--- src/rtl/lzc_pkg.sv ---
// Shared types and constants for the LZC operand driver.
package lzc_pkg;

    // Width of the LZC leading-zero count.
    localparam int ZW = 6;

    // Driver FSM states.
    typedef enum logic [1:0] {
        IDLE,
        SEND,
        WAIT,
        RESP
    } lzc_drv_state_t;

endpackage

--- src/rtl/lzc_driver.sv ---
// Operand-side driver for the LZC leading-zero counter: accepts a full operand,
// streams it MSB word first, then captures the count (or times out) and returns it.
module lzc_driver
    import lzc_pkg::*;
#(
    parameter int WIDTH   = 4,
    parameter int WORD    = 4,
    parameter int TIMEOUT = 16
) (
    input  logic                   CLK,
    input  logic                   RST,
    input  logic                   IN_VALID,
    output logic                   IN_READY,
    input  logic [WIDTH*WORD-1:0]  IN_OPERAND,
    output logic                   MODE,
    output logic                   IVALID,
    output logic [WIDTH-1:0]       DATA,
    input  logic                   OVALID,
    input  logic [ZW-1:0]          ZEROS,
    output logic                   RES_VALID,
    input  logic                   RES_READY,
    output logic [ZW-1:0]          RES_ZEROS,
    output logic                   RES_TIMEOUT
);

    localparam int OPW = WIDTH * WORD;
    localparam int WCW = (WORD > 1) ? $clog2(WORD) : 1;
    localparam int TCW = $clog2(TIMEOUT + 1);

    localparam logic [WCW-1:0] LAST_WORD = WCW'(WORD - 1);
    localparam logic [TCW-1:0] TMO_END   = TCW'(TIMEOUT);

    lzc_drv_state_t state;
    logic [OPW-1:0] shreg;
    logic [WCW-1:0] word_cnt;
    logic [TCW-1:0] tmo_cnt;
    logic           got;
    logic [ZW-1:0]  cap_zeros;

    logic [TCW-1:0]   tmo_next;
    logic [WIDTH-1:0] next_word;

    // Timeout counter increment and the next word waiting in the shift register.
    always_comb begin
        tmo_next  = tmo_cnt + 1'b1;
        next_word = shreg[OPW-1 -: WIDTH];
    end

    // Driver FSM with registered outputs; reset abandons any operand in flight.
    always_ff @(posedge CLK or posedge RST) begin
        if (RST) begin
            state       <= IDLE;
            shreg       <= '0;
            word_cnt    <= '0;
            tmo_cnt     <= '0;
            got         <= 1'b0;
            cap_zeros   <= '0;
            IN_READY    <= 1'b0;
            MODE        <= 1'b0;
            IVALID      <= 1'b0;
            DATA        <= '0;
            RES_VALID   <= 1'b0;
            RES_ZEROS   <= '0;
            RES_TIMEOUT <= 1'b0;
        end else begin
            case (state)
                IDLE: begin
                    IN_READY <= 1'b1;
                    MODE     <= 1'b0;
                    IVALID   <= 1'b0;
                    DATA     <= '0;
                    if (IN_VALID && IN_READY) begin
                        // Word 0 goes out straight from the operand so it appears
                        // in the cycle right after acceptance.
                        IN_READY <= 1'b0;
                        MODE     <= 1'b1;
                        IVALID   <= 1'b1;
                        DATA     <= IN_OPERAND[OPW-1 -: WIDTH];
                        shreg    <= IN_OPERAND << WIDTH;
                        word_cnt <= '0;
                        tmo_cnt  <= '0;
                        got      <= 1'b0;
                        state    <= SEND;
                    end
                end

                SEND: begin
                    // Only the first result for this operand is kept.
                    if (OVALID && !got) begin
                        got       <= 1'b1;
                        cap_zeros <= ZEROS;
                    end
                    MODE <= 1'b0;
                    if (word_cnt == LAST_WORD) begin
                        IVALID <= 1'b0;
                        DATA   <= '0;
                        if (got || OVALID) begin
                            RES_VALID   <= 1'b1;
                            RES_TIMEOUT <= 1'b0;
                            RES_ZEROS   <= got ? cap_zeros : ZEROS;
                            state       <= RESP;
                        end else begin
                            tmo_cnt <= '0;
                            state   <= WAIT;
                        end
                    end else begin
                        DATA     <= next_word;
                        shreg    <= shreg << WIDTH;
                        word_cnt <= word_cnt + 1'b1;
                    end
                end

                WAIT: begin
                    MODE   <= 1'b0;
                    IVALID <= 1'b0;
                    DATA   <= '0;
                    // A result arriving on the expiry cycle still counts as an answer.
                    if (OVALID) begin
                        RES_VALID   <= 1'b1;
                        RES_TIMEOUT <= 1'b0;
                        RES_ZEROS   <= ZEROS;
                        state       <= RESP;
                    end else if (tmo_next == TMO_END) begin
                        tmo_cnt     <= tmo_next;
                        RES_VALID   <= 1'b1;
                        RES_TIMEOUT <= 1'b1;
                        RES_ZEROS   <= '0;
                        state       <= RESP;
                    end else begin
                        tmo_cnt <= tmo_next;
                    end
                end

                RESP: begin
                    if (RES_READY) begin
                        RES_VALID <= 1'b0;
                        IN_READY  <= 1'b1;
                        state     <= IDLE;
                    end
                end

                default: begin
                    state <= IDLE;
                end
            endcase
        end
    end

endmodule

--- config.mk ---
export PLATFORM = sky130hd
export DESIGN_NAME = lzc_driver
export DESIGN_NICKNAME = d
export VERILOG_FILES = /design/src/rtl/lzc_pkg.sv /design/src/rtl/lzc_driver.sv
export SDC_FILE = /design/constraint.sdc
export NUM_CORES = 1
export LEC_CHECK = 0
export CELL_PAD_IN_SITES_DETAIL_PLACEMENT = 0
export CELL_PAD_IN_SITES_GLOBAL_PLACEMENT = 1
export CORE_ASPECT_RATIO = 2
export CORE_UTILIZATION = 45
export CTS_BUF_LIST = sky130_fd_sc_hd__clkbuf_8
export DETAILED_ROUTE_END_ITERATION = 8
export GPL_TIMING_DRIVEN = 0
export PLACE_DENSITY_LB_ADDON = 0.05
export SLEW_MARGIN = 15
export SYNTH_ARGS = -nofsm -noshare
export SYNTH_HDL_FRONTEND = slang
export SYNTH_SLANG_ARGS = --single-unit
--- constraint.sdc ---
create_clock -name CLK -period 5.59 [get_ports CLK]
set_input_delay 0.8385 -clock CLK [delete_from_list [all_inputs] [get_ports CLK]]
set_output_delay 0.8385 -clock CLK [all_outputs]
set_load 0.02 [all_outputs]
Yosys cells after proc, flatten, opt, wreduce, memory -nomap -nowiden
Index checks and enable logic that the tools add are counted.
- bits in registers: 47
- bits of input ports: 27
- output and inout port bits: 15
- add/sub/neg operators: 2
- eq/ne operators: 14
- mux-type cells: 47
- reduce and logical (&&, ||, !) cells: 21
- operator list (cell ; number):
    16-bit 2-to-1 mux ; 2
    16-bit case mux with 2 select lines ; 1
    6-bit 2-to-1 mux ; 5
    5-bit 2-to-1 mux ; 4
    2-bit != test (second input constant) ; 8
    1-bit 2-to-1 mux ; 15
    5-bit case mux with 3 select lines ; 1
    2-bit 2-to-1 mux ; 7
    4-bit case mux with 3 select lines ; 1
    6-bit case mux with 2 select lines ; 1
    5-bit AND reduction ; 2
    4-bit 2-to-1 mux ; 2
    1-bit case mux with 2 select lines ; 4
    2-bit case mux with 4 select lines ; 1
    4-bit AND reduction ; 2
    2-bit nonzero test ; 4
    2-bit == test (second input constant) ; 3
    1-bit case mux with 3 select lines ; 2
    2-bit AND reduction ; 3
    3-bit AND reduction ; 2
    3-bit nonzero test ; 2
    5-bit by 1-bit adder with 5-bit output (second input constant) ; 1
    5-bit == test (second input constant) ; 1
    2-bit case mux with 2 select lines ; 1
    8 further kinds ; 9

Longest topological paths before layout
- word-level depth: 5
- gate-level depth with buffers: 8
- depth with buffers taken out: 6

Least setup slack after synthesis
OpenSTA, ideal clock, no wires.
- kind: input to register
- start point: input OVALID
- end point: register tmo_cnt[4]
- arrival time: 2.008 ns
- required time: 5.486 ns
- path slack: 3.478 ns
- stages on the path: 4
- path buffers: 0
- path through: and2_0 -> or3_4 -> or3_1 -> o41ai_2
- longest elaborated chain between the ends: 3
- RTL lines (item ; line ; source):
    from (decl) ; lzc_driver.sv:18 ; input logic OVALID,
    1-bit logical OR ; lzc_driver.sv:97 ; if (got || OVALID) begin
    2-bit != test (no line) ; - ;
    5-bit AND reduction (no line) * ; - ;
    to (signal assigned) ; lzc_driver.sv:124 ; tmo_cnt <= tmo_next;
    to (signal assigned) ; lzc_driver.sv:130 ; tmo_cnt <= tmo_next;
    to (decl) ; lzc_driver.sv:36 ; logic [TCW-1:0] tmo_cnt;
Every way passes the cells marked *; elsewhere a longest branch is shown, timed or not.
A chain may end at the register's enable or synchronous reset.

Worst setup path in the final report
Same ends and word-level chain as after synthesis.

==> flow_results.org <==
** Final layout
- The library cell used most frequently in the layout, excluding fill and tap cells, is sky130_fd_sc_hd__dfrtp_1.
- The area growth from synthesis to layout is 27.0%.
- Area used by sequential logic in the layout :: 0.00108 mm²
- The multi-input combinational cells in the finished layout cover a total of 0.00110 mm².
- N_diodes :: 0
- Once layout is complete, the cells apart from fillers number 313.
- Share of cells above drive strength 1 :: 0.124
- Commonest cells after routing, fill and taps aside :: 43 x sky130_fd_sc_hd__dfrtp_1, 41 x sky130_fd_sc_hd__clkdlybuf4s50_1, 23 x sky130_fd_sc_hd__nand2_1
- At the end of the flow, the number of nets in the layout was 291.
- Filler Cell Count :: 452

** Setup path
- In this design, the stage delay of the slowest critical-path cell is 0.49 ns.
- The worst setup path is launched from an input port.
- Data on the critical path is required at its endpoint by 5.79 ns.
- Among all stages on the critical path, the largest delay is contributed by sky130_fd_sc_hd__clkdlybuf4s50_1.
- Type of the worst setup path :: input port to register
- Along the worst path, the maximum fanout reaches 7.
- The critical path goes through clkdlybuf4s50_1 -> and2_0 -> or3_4 -> or3_1 -> o41ai_2.
- The worst setup path is captured at a register.
- Crit path DAT :: 2.74 ns

** Placed design
- Dpl cells :: 305
- PortBufs :: 41
- The congestion estimate from routability-driven global placement came to 0.828.
- Placed wire-length estimate :: 3.72 mm

** STA
- The count of pins over their slew limit is 0.
- After routing, the total negative slack on setup checks comes to 0 ns.
- Worst max-slew margin expressed relative to the limit :: 0.584
- Setup repair after global routing left no endpoint under its margin.
- Fmax :: 394 MHz
- Setup-violating endpoint count in the final report :: 0
- Share of the clock period used by the worst path after layout :: 0.454
- Counting I/O delays and the setup requirement, the final critical path takes 2.54 ns.
- For the pin with the worst max-slew slack, the measured transition is 0.619 ns.
- Largest clock skew in the final design :: 0.00504 ns
- The number of hold-slack violations in the final timing report was 0.

** Global routing
- Largest net degree at the start of global routing :: 27
- Vias in the first global route :: 1,723
- For this run, the total global-route usage over all layers was measured as 0.207.
- After global routing the overflow that remains totals 0.
- Global-route wire length before repair :: 7.94 mm
- The number of antenna violations at the first check in global routing is 0.

** Die
- The core region is 0.00469 mm².
- Height of the chip :: 101 µm
- Number of top-level design ports :: 42
- Die area :: 0.00523 mm²
- The die is 51.6 µm wide.
- For this configuration, the core starts out at a cell density of 0.473.
- The floorplan has 35 rows.

** Yosys
- The share of synthesized area in the top cell type comes to 0.485.
- Synthesized area per cell :: 10.7 µm²
- The Yosys step of the flow raised 0 warnings.
- The synthesized netlist occupies a cell area of 0.00222 mm².
- Among all flip-flop cells after synthesis, the most frequent one is sky130_fd_sc_hd__dfrtp_1.
- The synthesized design contains 0 enable-type register cells.
- By area the synthesized netlist is led by sky130_fd_sc_hd__dfrtp_1 49%, sky130_fd_sc_hd__mux2_2 7.1%, sky130_fd_sc_hd__mux2i_1 5.4%.
- Cell type with the largest total area after synthesis :: sky130_fd_sc_hd__dfrtp_1
- The number of nets handed over by synthesis was 242.
- Flops & latches, synth :: 43
- Number of instances in the synthesized netlist :: 208
- Post-synth cell types :: 43
- Of all flip-flops after synthesis, the portion carrying an async set or reset was 1.00.
- Post-synthesis sequential area ratio :: 0.485

** Power and ir drop
- Peak ir drop on the vdd network :: 341 µV
- Summed over all cells, the static leakage comes to 0.00120 µW.
- Power density over the cells :: 556 mW/mm²

** Clock network
- In this run the deepest clock path goes through 2 buffers.
- CTS tree :: built
- Buffers inserted to repair hold after CTS numbered 0.
- Post-CTS timing repair inserted 0 buffers for setup.
- After clock tree synthesis, the clock-pin slew on the worst setup and hold paths is 0.08 ns.
- CTS buffer count :: 5
- Source-to-sink clock delay at the later pin of the worst-skew pair :: 0.29 ns
- The root buffer cell chosen for the clock tree is sky130_fd_sc_hd__clkbuf_8.
- Quantity of gates resized following cts :: 0
- CTS built an H-tree with a depth of 2.
- Counting every sink on the clock net gives 43.

** Detailed routing
- The final route contains 1,741 vias.
- Dividing the detail-routed wire length by the instance count gives 15.3 µm.
- Number of design rule violations left after detail routing :: 0
- DRC marker count from the first detailed-route iteration :: 32
- Per-cell via count in the routed design :: 5.56
- Summed over all layers, the routed wires come to 4.79 mm.
- Before antenna repair, the detailed router went through 4 iterations.
- The detail route stage leaves a number of antenna-violating nets equal to 0.

** Run status
- Status :: complete, no violations

** Worst hold path
- Kind of path behind the tightest hold check :: register to register

** Job
- The tool flagged a number of max-cap violations equal to 0.
final timing paths:
check | start | endpoint | slack [ns] | depth (start not counted)
max in group asynchronous | RST | shreg[14] | 4.27 | 3
hold reg to reg | MODE | MODE | 0.48 | 2
setup reg to reg | state[0] | shreg[15] | 3.26 | 8
hold / removal | MODE | MODE | 0.48 | 2
min in group asynchronous | RST | tmo_cnt[1] | 0.84 | 2
setup / recovery | OVALID | tmo_cnt[4] | 3.05 | 5
sequential cells by signal, indices dropped and copies added, names as in the netlist, 2 cells and up:
register,count
shreg,12
state,2
cap_zeros,6
tmo_cnt,5
word_cnt,2
RES_ZEROS,6
DATA,4
cell type report:
class                   count  area share
repair buffers             42       0.153
plain buffers               7     0.00977
flip-flops and latches     43       0.382
inverters                   5     0.00666
well taps                  55      0.0244
clock buffers               7      0.0342
clock inverters             1     0.00133
multi-input cells         153       0.389
cells in the mapped netlist, types with 2 or more instances:
cell                       count
sky130_fd_sc_hd__nor2b_1       4
sky130_fd_sc_hd__o21ai_0      15
sky130_fd_sc_hd__nand3b_1      4
sky130_fd_sc_hd__nor4b_1       2
sky130_fd_sc_hd__a21bo_2       2
sky130_fd_sc_hd__ha_1          7
sky130_fd_sc_hd__nand2b_1      3
sky130_fd_sc_hd__o41ai_1       2
sky130_fd_sc_hd__nand2_1      23
sky130_fd_sc_hd__a22o_1        8
sky130_fd_sc_hd__dfrtp_1      43
sky130_fd_sc_hd__nand3_1       2
sky130_fd_sc_hd__nor2_1       13
sky130_fd_sc_hd__a21o_1        3
sky130_fd_sc_hd__a21oi_1      10
sky130_fd_sc_hd__inv_1         5
sky130_fd_sc_hd__mux2i_1      12
sky130_fd_sc_hd__o211ai_1      4
sky130_fd_sc_hd__clkbuf_1      6
sky130_fd_sc_hd__o31ai_1       4
sky130_fd_sc_hd__mux2_2       14
metrics by stage:
| step | setup slack, ns | total power, µW | cell area (µm²) | hold slack, ns | utilization |
|---|---|---|---|---|---|
| 4_1_cts | 3.02 | 1590 | 2820 | 0.494 | 0.601 |
| 3_3_place_gp | 2.72 | 1350 | 2700 | 0.478 | 0.576 |
| 2_1_floorplan | 3.48 | 1110 | 2220 | 0.467 | - |
| 6_report | 3.05 | 1570 | 2820 | 0.483 | 0.601 |
| 3_5_place_dp | 2.72 | 1370 | 2720 | 0.475 | 0.580 |
| 5_1_grt | 2.96 | 1700 | 2820 | 0.533 | 0.601 |
worst max-delay path: cells and delay by family:
| kind | cells | cell delay [ns] |
|---|---|---|
| buf+inv | 1 | 0.49 |
| simple gates | 3 | 1.14 |
| compound gates | 1 | 0.27 |
where the power goes:
group | total [µW] | internal [µW] | switching [µW]
Combinational | 809 | 385 | 424
Sequential | 541 | 450 | 90.8
Clock | 216 | 111 | 105
cells by family after synthesis:
group,count (synthesis),synth area share
mux,26,0.125
compound gates,57,0.182
buf+inv,12,0.0209
fa+ha+maj,7,0.0395
flops,43,0.485
simple gates,63,0.148
layer usage:
layer,part of all wire,global-route usage,vias up,wire [µm]
met4,0.015,0.0686,0,71
met1,0.38,0.216,848,1830
li1,-,-,854,-
met2,0.58,0.392,34,2760
met3,0.027,0.0435,5,130
met5,0,0,-,0
(Power assumes the default switching activity.)
